**src/rtl/riscv_pkg.sv**
```systemverilog
// Shared encodings for the RV32I pipeline hazard controller.
package riscv_pkg;

  localparam logic [1:0] RESULT_SRC_LOAD = 2'b01;

  typedef enum logic [1:0] {
    FWD_RF = 2'b00,
    FWD_W  = 2'b01,
    FWD_M  = 2'b10
  } fwd_sel_t;

  typedef enum logic [1:0] {
    RUN      = 2'b00,
    MEM_WAIT = 2'b01,
    ERR      = 2'b10
  } hazard_state_t;

  // M has priority over W because it holds the younger result; x0 is never forwarded.
  function automatic fwd_sel_t fwd_select(
    input logic [4:0] rs,
    input logic [4:0] rd_m,
    input logic       reg_write_m,
    input logic [4:0] rd_w,
    input logic       reg_write_w
  );
    if (reg_write_m && (rd_m != 5'd0) && (rd_m == rs)) begin
      return FWD_M;
    end else if (reg_write_w && (rd_w != 5'd0) && (rd_w == rs)) begin
      return FWD_W;
    end else begin
      return FWD_RF;
    end
  endfunction

endpackage

```
**src/rtl/forward_unit.sv**
```systemverilog
// E-stage operand forwarding select for both ALU sources.
module forward_unit
  import riscv_pkg::*;
(
  input  logic [4:0] rs1_e,
  input  logic [4:0] rs2_e,
  input  logic [4:0] rd_m,
  input  logic       reg_write_m,
  input  logic [4:0] rd_w,
  input  logic       reg_write_w,
  output logic [1:0] forward_a_e,
  output logic [1:0] forward_b_e
);

  // Both selects are pure functions of the current M/W writeback state.
  always_comb begin
    forward_a_e = fwd_select(rs1_e, rd_m, reg_write_m, rd_w, reg_write_w);
    forward_b_e = fwd_select(rs2_e, rd_m, reg_write_m, rd_w, reg_write_w);
  end

endmodule

```
**src/rtl/hazard_ctrl.sv**
```systemverilog
// Pipeline sequencer: stall/flush generation, data-memory wait FSM with
// timeout, and stall/flush performance counters.
//
//   state    | meaning
//   ---------+-----------------------------------------------------------
//   RUN      | normal flow; load-use / redirect / zero-wait memory handled
//   MEM_WAIT | data memory busy; whole pipe frozen, W bubbled
//   ERR      | memory timed out; pipe frozen until reset
module hazard_ctrl
  import riscv_pkg::*;
#(
  parameter int TIMEOUT = 64,
  parameter int CNT_W   = 32
) (
  input  logic             clk,
  input  logic             rst_n,
  input  logic [4:0]       rs1_d,
  input  logic [4:0]       rs2_d,
  input  logic [4:0]       rs1_e,
  input  logic [4:0]       rs2_e,
  input  logic [4:0]       rd_e,
  input  logic [1:0]       result_src_e,
  input  logic [4:0]       rd_m,
  input  logic             reg_write_m,
  input  logic [4:0]       rd_w,
  input  logic             reg_write_w,
  input  logic             pc_src_e,
  input  logic             mem_op_m,
  input  logic             mem_ack,
  output logic             mem_req,
  output logic [1:0]       forward_a_e,
  output logic [1:0]       forward_b_e,
  output logic             stall_f,
  output logic             stall_d,
  output logic             stall_e,
  output logic             stall_m,
  output logic             flush_d,
  output logic             flush_e,
  output logic             flush_w,
  output logic             mem_err,
  output logic [CNT_W-1:0] stall_cycles,
  output logic [CNT_W-1:0] flush_count
);

  localparam int              WAIT_W   = $clog2(TIMEOUT + 1);
  localparam logic [WAIT_W-1:0] WAIT_MAX = WAIT_W'(TIMEOUT);

  hazard_state_t     state_q, state_d;
  logic [WAIT_W-1:0] wait_cnt_q, wait_cnt_d;
  logic              mem_err_q, mem_err_d;
  logic [CNT_W-1:0]  stall_cycles_q, stall_cycles_d;
  logic [CNT_W-1:0]  flush_count_q, flush_count_d;

  logic load_use;
  logic mem_stall;
  logic redirect;
  logic any_stall;

  forward_unit u_forward_unit (
    .rs1_e       (rs1_e),
    .rs2_e       (rs2_e),
    .rd_m        (rd_m),
    .reg_write_m (reg_write_m),
    .rd_w        (rd_w),
    .reg_write_w (reg_write_w),
    .forward_a_e (forward_a_e),
    .forward_b_e (forward_b_e)
  );

  // Next-state, stall/flush outputs and counter updates; reset forces a bubble everywhere.
  always_comb begin
    state_d    = state_q;
    wait_cnt_d = wait_cnt_q;
    mem_err_d  = mem_err_q;
    mem_req    = 1'b0;
    stall_f    = 1'b0;
    stall_d    = 1'b0;
    stall_e    = 1'b0;
    stall_m    = 1'b0;
    flush_d    = 1'b0;
    flush_e    = 1'b0;
    flush_w    = 1'b0;
    redirect   = 1'b0;

    load_use  = (result_src_e == RESULT_SRC_LOAD) && (rd_e != 5'd0) &&
                ((rd_e == rs1_d) || (rd_e == rs2_d));
    mem_stall = mem_op_m && !mem_ack;

    unique case (state_q)
      RUN: begin
        mem_req = mem_op_m;
        if (mem_stall) begin
          // Freezing the front end drops any coincident hazard; it is re-seen on release.
          {stall_f, stall_d, stall_e, stall_m} = 4'b1111;
          flush_w    = 1'b1;
          state_d    = MEM_WAIT;
          wait_cnt_d = WAIT_W'(1);
        end else begin
          // A redirect squashes D, so a load-use stall on it is pointless.
          flush_d  = pc_src_e;
          flush_e  = pc_src_e | load_use;
          stall_f  = load_use & ~pc_src_e;
          stall_d  = load_use & ~pc_src_e;
          redirect = pc_src_e;
        end
      end
      MEM_WAIT: begin
        mem_req = mem_op_m;
        {stall_f, stall_d, stall_e, stall_m} = 4'b1111;
        flush_w = 1'b1;
        if (mem_ack) begin
          state_d    = RUN;
          wait_cnt_d = '0;
        end else if (wait_cnt_q == WAIT_MAX) begin
          state_d   = ERR;
          mem_err_d = 1'b1;
        end else begin
          wait_cnt_d = wait_cnt_q + WAIT_W'(1);
        end
      end
      ERR: begin
        {stall_f, stall_d, stall_e, stall_m} = 4'b1111;
        flush_w = 1'b1;
      end
      default: begin
        state_d = RUN;
      end
    endcase

    if (!rst_n) begin
      mem_req  = 1'b0;
      {stall_f, stall_d, stall_e, stall_m} = 4'b0000;
      {flush_d, flush_e, flush_w}          = 3'b111;
      redirect = 1'b0;
    end

    any_stall      = stall_f | stall_d | stall_e | stall_m;
    stall_cycles_d = stall_cycles_q + CNT_W'(any_stall);
    flush_count_d  = flush_count_q + CNT_W'(redirect);
  end

  // State, wait counter, sticky error and performance counters.
  always_ff @(posedge clk) begin
    if (!rst_n) begin
      state_q        <= RUN;
      wait_cnt_q     <= '0;
      mem_err_q      <= 1'b0;
      stall_cycles_q <= '0;
      flush_count_q  <= '0;
    end else begin
      state_q        <= state_d;
      wait_cnt_q     <= wait_cnt_d;
      mem_err_q      <= mem_err_d;
      stall_cycles_q <= stall_cycles_d;
      flush_count_q  <= flush_count_d;
    end
  end

  assign mem_err      = mem_err_q;
  assign stall_cycles = stall_cycles_q;
  assign flush_count  = flush_count_q;

endmodule

```
**config.mk**
```make
export PLATFORM = sky130hd
export DESIGN_NAME = hazard_ctrl
export DESIGN_NICKNAME = d
export VERILOG_FILES = /design/src/rtl/riscv_pkg.sv /design/src/rtl/forward_unit.sv /design/src/rtl/hazard_ctrl.sv
export SDC_FILE = /design/constraint.sdc
export NUM_CORES = 1
export LEC_CHECK = 0
export CAP_MARGIN = 20
export CORE_MARGIN = 2
export CORE_UTILIZATION = 35
export CTS_CLUSTER_SIZE = 25
export DETAILED_ROUTE_END_ITERATION = 8
export PLACE_DENSITY = 0.65
export SYNTH_ARGS = -nofsm -noshare
export SYNTH_HDL_FRONTEND = slang
export SYNTH_SLANG_ARGS = --single-unit
```
**constraint.sdc**
```tcl
create_clock -name clk -period 4.4 [get_ports clk]
set_input_delay 0.44 -clock clk [delete_from_list [all_inputs] [get_ports clk]]
set_output_delay 0.44 -clock clk [all_outputs]
set_load 0.01 [all_outputs]
```
==> results of run 1 <==
==> logic make-up (layout without fill, tap and decap cells) <==
logic type,count (synthesis),count (layout),share of synthesized area (%)
xor+xnor,54,54,11.8
mux,2,2,0.498
simple gates,193,193,28.1
flops,74,74,36.8
buf+inv,37,156,4.42
fa+ha+maj,10,10,3.11
compound gates,101,101,15.3
==> cells in the final DEF, fill, tap and decap left out, types with 21 or more instances in the layout <==
cell | Yosys | layout
a21oi_1 | 40 | 40
clkdlybuf4s50_1 | 0 | 120
dfxtp_1 | 74 | 74
nand2_1 | 31 | 31
nand3_1 | 21 | 21
nor2_1 | 29 | 29
o21ai_0 | 23 | 23
o31ai_1 | 24 | 24
or4_1 | 33 | 33
xor2_1 | 35 | 35
==> Yosys cell counts, types with 2 or more instances <==
library cell / n / area [um^2]
or4_4: 2 / 22.5
buf_1: 5 / 18.8
or4_1: 33 / 248
xor2_1: 35 / 307
nor4_1: 10 / 62.6
nor2_1: 29 / 109
mux2i_1: 2 / 20.0
a21oi_1: 40 / 200
a211oi_1: 3 / 22.5
and4_1: 6 / 52.6
nor3_1: 6 / 30.0
clkbuf_1: 7 / 26.3
and2_1: 6 / 37.5
ha_1: 10 / 125
nand3_1: 21 / 105
buf_4: 2 / 15.0
and3_1: 2 / 12.5
nand4_2: 2 / 25.0
o311a_1: 2 / 20.0
o21ai_0: 23 / 115
xnor2_1: 19 / 166
a2111oi_0: 2 / 17.5
o21bai_1: 2 / 15.0
nand4_1: 12 / 75.1
nor2b_1: 3 / 18.8
dfxtp_1: 74 / 1480
buf_2: 3 / 15.0
o31ai_1: 24 / 180
or3_1: 17 / 106
inv_1: 16 / 60.1
clkbuf_8: 2 / 27.5
nand2_1: 31 / 116
nand2b_1: 6 / 37.5
==> report_power, final <==
group / leakage, nW / internal, W / switching [W]
registers: 0.596 / 0.000674 / 0.00000347
clock network: 0.176 / 0.000611 / 0.000282
logic: 1.06 / 0.0000758 / 0.0000642
==> per-layer routing <==
layer	vias up	track usage, %
li1	1967	-
met1	1814	20.6
met2	95	28.0
met3	17	3.88
met4	0	7.00
met5	-	0
==> sequential cells by signal, indices dropped and copies added (netlist names) <==
| name | flops |
|---|---|
| flush_count | 32 |
| stall_cycles | 32 |
| mem_err | 1 |
| wait_cnt_q | 7 |
| state_q | 2 |
==> worst register-to-register path, delay by kind of cell (launching register included) <==
family / cells / cell delay [ns]
AND/OR/NAND/NOR: 6 / 2.17
adder cells (fa/ha/maj): 3 / 0.80
AO/OA/AOI/OAI: 2 / 0.36
flip-flops: 1 / 0.34
buffers and inverters: 1 / 0.11
==> cell type report <==
type | count | area share [%]
clock inverter | 7 | 2.49
clock buffer | 9 | 3.97
inverter | 17 | 1.12
multi-input combinational | 360 | 41.6
timing repair buffer | 123 | 21.5
sequential | 74 | 26.1
tap | 143 | 3.15
==> final timing paths <==
kind | startpoint | to | slack [ns] | cells after the start
max | state_q[0]$_SDFFE_PN0P_ | stall_cycles[22]$_SDFF_PN0_ | 0.55 | 12
max reg2reg | state_q[0]$_SDFFE_PN0P_ | stall_cycles[22]$_SDFF_PN0_ | 0.55 | 12
min reg2reg | flush_count[31]$_SDFF_PN0_ | flush_count[31]$_SDFF_PN0_ | 0.48 | 2
min | flush_count[31]$_SDFF_PN0_ | flush_count[31]$_SDFF_PN0_ | 0.48 | 2
==> stage by stage <==
step / area [um^2] / hold slack (ns) / total power [W]
2_1_floorplan: 4020 / 0.465 / 0.000754
3_3_place_gp: 5310 / 0.460 / 0.000830
3_5_place_dp: 5310 / 0.476 / 0.000833
4_1_cts: 5680 / 0.485 / 0.00173
5_1_grt: 5680 / 0.521 / 0.00178
6_report: 5680 / 0.480 / 0.00171
==> qor.yml, run 1 <==
outcome:
  outcome: "finished clean"
yosys:
  ys_seq_area_share_pct: 36.8
  synth_edf_count: 0
  ys_seq_elements: 74
  synth_flop_cell: "dfxtp_1"
  avgSynthCellArea_um2: 8.54
  syn_inst: 471
  ys_types: 47
  yosysWarnings: 0
  syn_area_um2: 4020
  syn_nets: 525
  synthArstFlopShare_pct: 0
global_route:
  gr-usage-all-layers_pct: 16.7
  grt_pass1_wl_um: 17400
  antenna_found_initial: 0
  first_global_vias: 3709
  grt_max_degree: 63
  overflow: 0
placement:
  port_buffers: 120
  dp_hpwl_um: 7770
  placed_cells: 717
  dp_slack_ns: 0.408
  gp_congestion: 0.857
routing:
  vias: 3893
  maxUsedRoutingLayer: "met4"
  drtAntennaViolNets: 0
  finalWirelength_um: 10400
  drcViolationCount: 0
  wl_met1_um: 4660
  drtIter0Drc: 219
  viasPerCell: 5.31
  drtPass1Iterations: 4
  dr_wl_met3_um: 527
  wl_met2_um: 5010
  wl_per_cell_um: 14.2
worst_setup_path:
  cp_common_cell: "ha_1"
  critical_path_class: "flip-flop to flip-flop"
  cp.required_ns: 4.65
  max_stage_delay_ns: 0.68
  path_cells: "inv_1, ha_1, nand3b_1, nor2b_1, nor3_1, o21bai_1, ha_1, ha_1, nand4_2, or4_1, or4_1, a21oi_1"
  cp_num_buf_inv: 1
  cp-end-kind: "flip-flop"
  cp-start-kind: "flip-flop"
  arrival_ns: 4.10
  path_delay_family: "simple AND/OR/NAND/NOR gates"
  slowest_stage: "or4_1"
  worst-path-max-fanout: 10
cts:
  cts_tree: "done"
  cts_resized: 0
  clk_latency_ns: 0.33
  postCtsSetupBuffers: 0
  htree_levels: 3
  path_clk_slew_ns: 0.06
  cts.path.max_buffers: 2
  hold_buffers: 0
  cts_buffers: 9
  clockRootBuffer: "clkbuf_16"
  cts.sinks: 74
layout:
  diodes: 0
  nets: 639
  drive_gt1_share_pct: 4.92
  fillers: 1082
  fin_util_pct: 50.2
  area_delta_synth_final_pct: 41.1
  seq_area_um2: 1480
  multi_input_area_um2: 2360
  final_cells: 733
power:
  power.leakage_nw: 1.84
  ir_drop_mv: 0.190
  power_density_nw_per_um2: 301
min_path:
  hp-class: "flip-flop to flip-flop"
sta:
  setup_viol_count_final: 0
  finalSetupTns_ns: 0
  worstMarginPinSlew_ns: 0.680
  maxSlewViolCount: 0
  period_share_pct: 87.4
  final-hold-violation-count: 0
  relSlewSlack_pct: 54.7
  skew_ns: 0.00654
  period_needed_ns: 3.85
  rsz0062_at_grt: "false"
  fmax_mhz: 260
  setup_slack_ns: 0.555
die:
  dieArea_um2: 12400
  die_w_um: 111
  start_util_pct: 35.5
  rows: 39
  core_um2: 11300
  io_pins: 121
  die_y_um: 111
job:
  max_cap_violations: 0
Power figures use the tool's default switching activity.
==> run 2: changes to the inputs <==
--- a/config.mk
+++ b/config.mk
@@ -6,7 +6,7 @@
 export NUM_CORES = 1
 export LEC_CHECK = 0
 export CAP_MARGIN = 20
-export CORE_MARGIN = 2
+export CORE_MARGIN = 1.5
 export CORE_UTILIZATION = 35
 export CTS_CLUSTER_SIZE = 25
 export DETAILED_ROUTE_END_ITERATION = 8
==> run 2 against run 1 <==
Effect of this change:
- via count decreased by 0.44%
- clock power is 17% lower
- routed wire length decreased by 1.4%
- critical endpoint is now stall_cycles[24]$_SDFF_PN0_
- non-clock buffer count fell by 1
- final cell count decreased by 0.55%
- clock-buffer cell count grew 3
- setup slack improved by 0.15 ns
- die area shrank 1.8%
- largest power group unchanged
- sequential share of layout area up 0.33 points
- combinational power about the same
==> qor.yml, run 2 (same netlist as run 1, synthesis figures left out) <==
cts:
  cts.sinks: 74
  clk_latency_ns: 0.33
  postCtsSetupBuffers: 0
  path_clk_slew_ns: 0.06
  cts_resized: 0
  cts_tree: "done"
  cts_buffers: 9
  clockRootBuffer: "clkbuf_16"
  htree_levels: 3
  cts.path.max_buffers: 2
  hold_buffers: 0
worst_setup_path:
  path_delay_family: "simple AND/OR/NAND/NOR gates"
  slowest_stage: "or4_1"
  worst-path-max-fanout: 10
  arrival_ns: 3.96
  path_cells: "inv_1, ha_1, nand3b_1, nor2b_1, nor3_1, o21bai_1, ha_1, ha_1, nand4_2, or4_1, or4_1, a21oi_1"
  max_stage_delay_ns: 0.69
  cp-start-kind: "flip-flop"
  cp_num_buf_inv: 1
  cp-end-kind: "flip-flop"
  cp_common_cell: "ha_1"
  cp.required_ns: 4.66
  critical_path_class: "flip-flop to flip-flop"
die:
  start_util_pct: 36.5
  die_w_um: 110
  die_y_um: 110
  dieArea_um2: 12100
  rows: 38
  core_um2: 11000
  io_pins: 121
global_route:
  antenna_found_initial: 0
  grt_pass1_wl_um: 16400
  first_global_vias: 3488
  gr-usage-all-layers_pct: 17.1
  grt_max_degree: 59
  overflow: 0
power:
  power_w: 0.00156
  ir_drop_mv: 0.160
  power.leakage_nw: 1.80
  power_density_nw_per_um2: 278
  power_frac_comb_pct: 9.0
  switching_share_pct: 21.9
  p_switching_w: 0.000342
  pwr-share-seq_pct: 43.4
  internal_power_w: 0.00122
  clockPowerShare_pct: 47.6
sta:
  final-hold-violation-count: 0
  period_needed_ns: 3.70
  relSlewSlack_pct: 58.5
  hold_slack_ns: 0.467
  skew_ns: 0.00907
  setup_viol_count_final: 0
  finalSetupTns_ns: 0
  maxSlewViolCount: 0
  fmax_mhz: 270
  worstMarginPinSlew_ns: 0.622
  period_share_pct: 84.1
  rsz0062_at_grt: "false"
layout:
  fillers: 1066
  final_cell_mix: "clkdlybuf4s50_1, dfxtp_1, a21oi_1"
  drive_gt1_share_pct: 4.58
  diodes: 0
  area_delta_synth_final_pct: 39.4
  final_common_cell: "clkdlybuf4s50_1"
  nets: 638
routing:
  drtIter0Drc: 189
  viasPerCell: 5.32
  vias: 3876
  finalWirelength_um: 10300
  drcViolationCount: 0
  drtPass1Iterations: 4
  drtAntennaViolNets: 0
  wl_per_cell_um: 14.1
min_path:
  hp-class: "flip-flop to flip-flop"
job:
  max_cap_violations: 0
placement:
  port_buffers: 120
  dp_hpwl_um: 7680
  gp_congestion: 0.806
outcome:
  outcome: "finished clean"
==> run 2: worst paths after layout <==
path / startpoint / to / slack (ns) / cells after the start
max reg2reg: state_q[0]$_SDFFE_PN0P_ / stall_cycles[24]$_SDFF_PN0_ / 0.70 / 12
min reg2reg: mem_err$_SDFFE_PN0P_ / mem_err$_SDFFE_PN0P_ / 0.47 / 2
max: state_q[0]$_SDFFE_PN0P_ / stall_cycles[24]$_SDFF_PN0_ / 0.70 / 12
min: mem_err$_SDFFE_PN0P_ / mem_err$_SDFFE_PN0P_ / 0.47 / 2
==> run 2: layer usage <==
layer | wire, um | track usage [%] | vias up
met1 | 4620 | 21.9 | 1796
met3 | 584 | 3.17 | 10
met4 | 129 | 6.41 | 0
met2 | 4930 | 28.5 | 106
met5 | 0 | 0 | -
li1 | - | - | 1964
==> run 2: area by class of cell <==
class	count	area (um^2)	share of cell area, %
Inverter	17	63.8	1.14
Multi-Input combinational cell	360	2360	42.2
Tap cell	140	175	3.12
Timing Repair Buffer	122	1220	21.7
Sequential cell	74	1480	26.4
Clock buffer	12	256	4.57
Clock inverter	4	50.0	0.892
==> run 2: tightest hold or removal path: cells and delay by family, from the launching register on <==
kind / cells / cell delay, ns
flops: 1 / 0.32
simple gates: 2 / 0.11
==> run 2: per-stage QoR <==
| step | util, % | cell area [um^2] | std cells | worst slack (ns) |
|---|---|---|---|---|
| after detailed placement | 48.1 | 5300 | 713 | 0.468 |
| final | 50.8 | 5610 | 729 | 0.701 |
| after global placement | 48.1 | 5300 | 713 | 0.563 |
| after CTS | 50.8 | 5610 | 729 | 0.695 |
| after global routing | 50.8 | 5610 | 729 | 0.382 |
| after floorplan | - | 4020 | 471 | 0.983 |
==> run 2: power groups by stage <==
stage	registers, W	logic (W)	clock network (W)
after floorplan	0.000692	0.0000617	0
after global placement	0.000692	0.000138	0
after detailed placement	0.000692	0.000140	0
after CTS	0.000677	0.000141	0.000762
after global routing	0.000678	0.000154	0.000786
final	0.000677	0.000140	0.000743
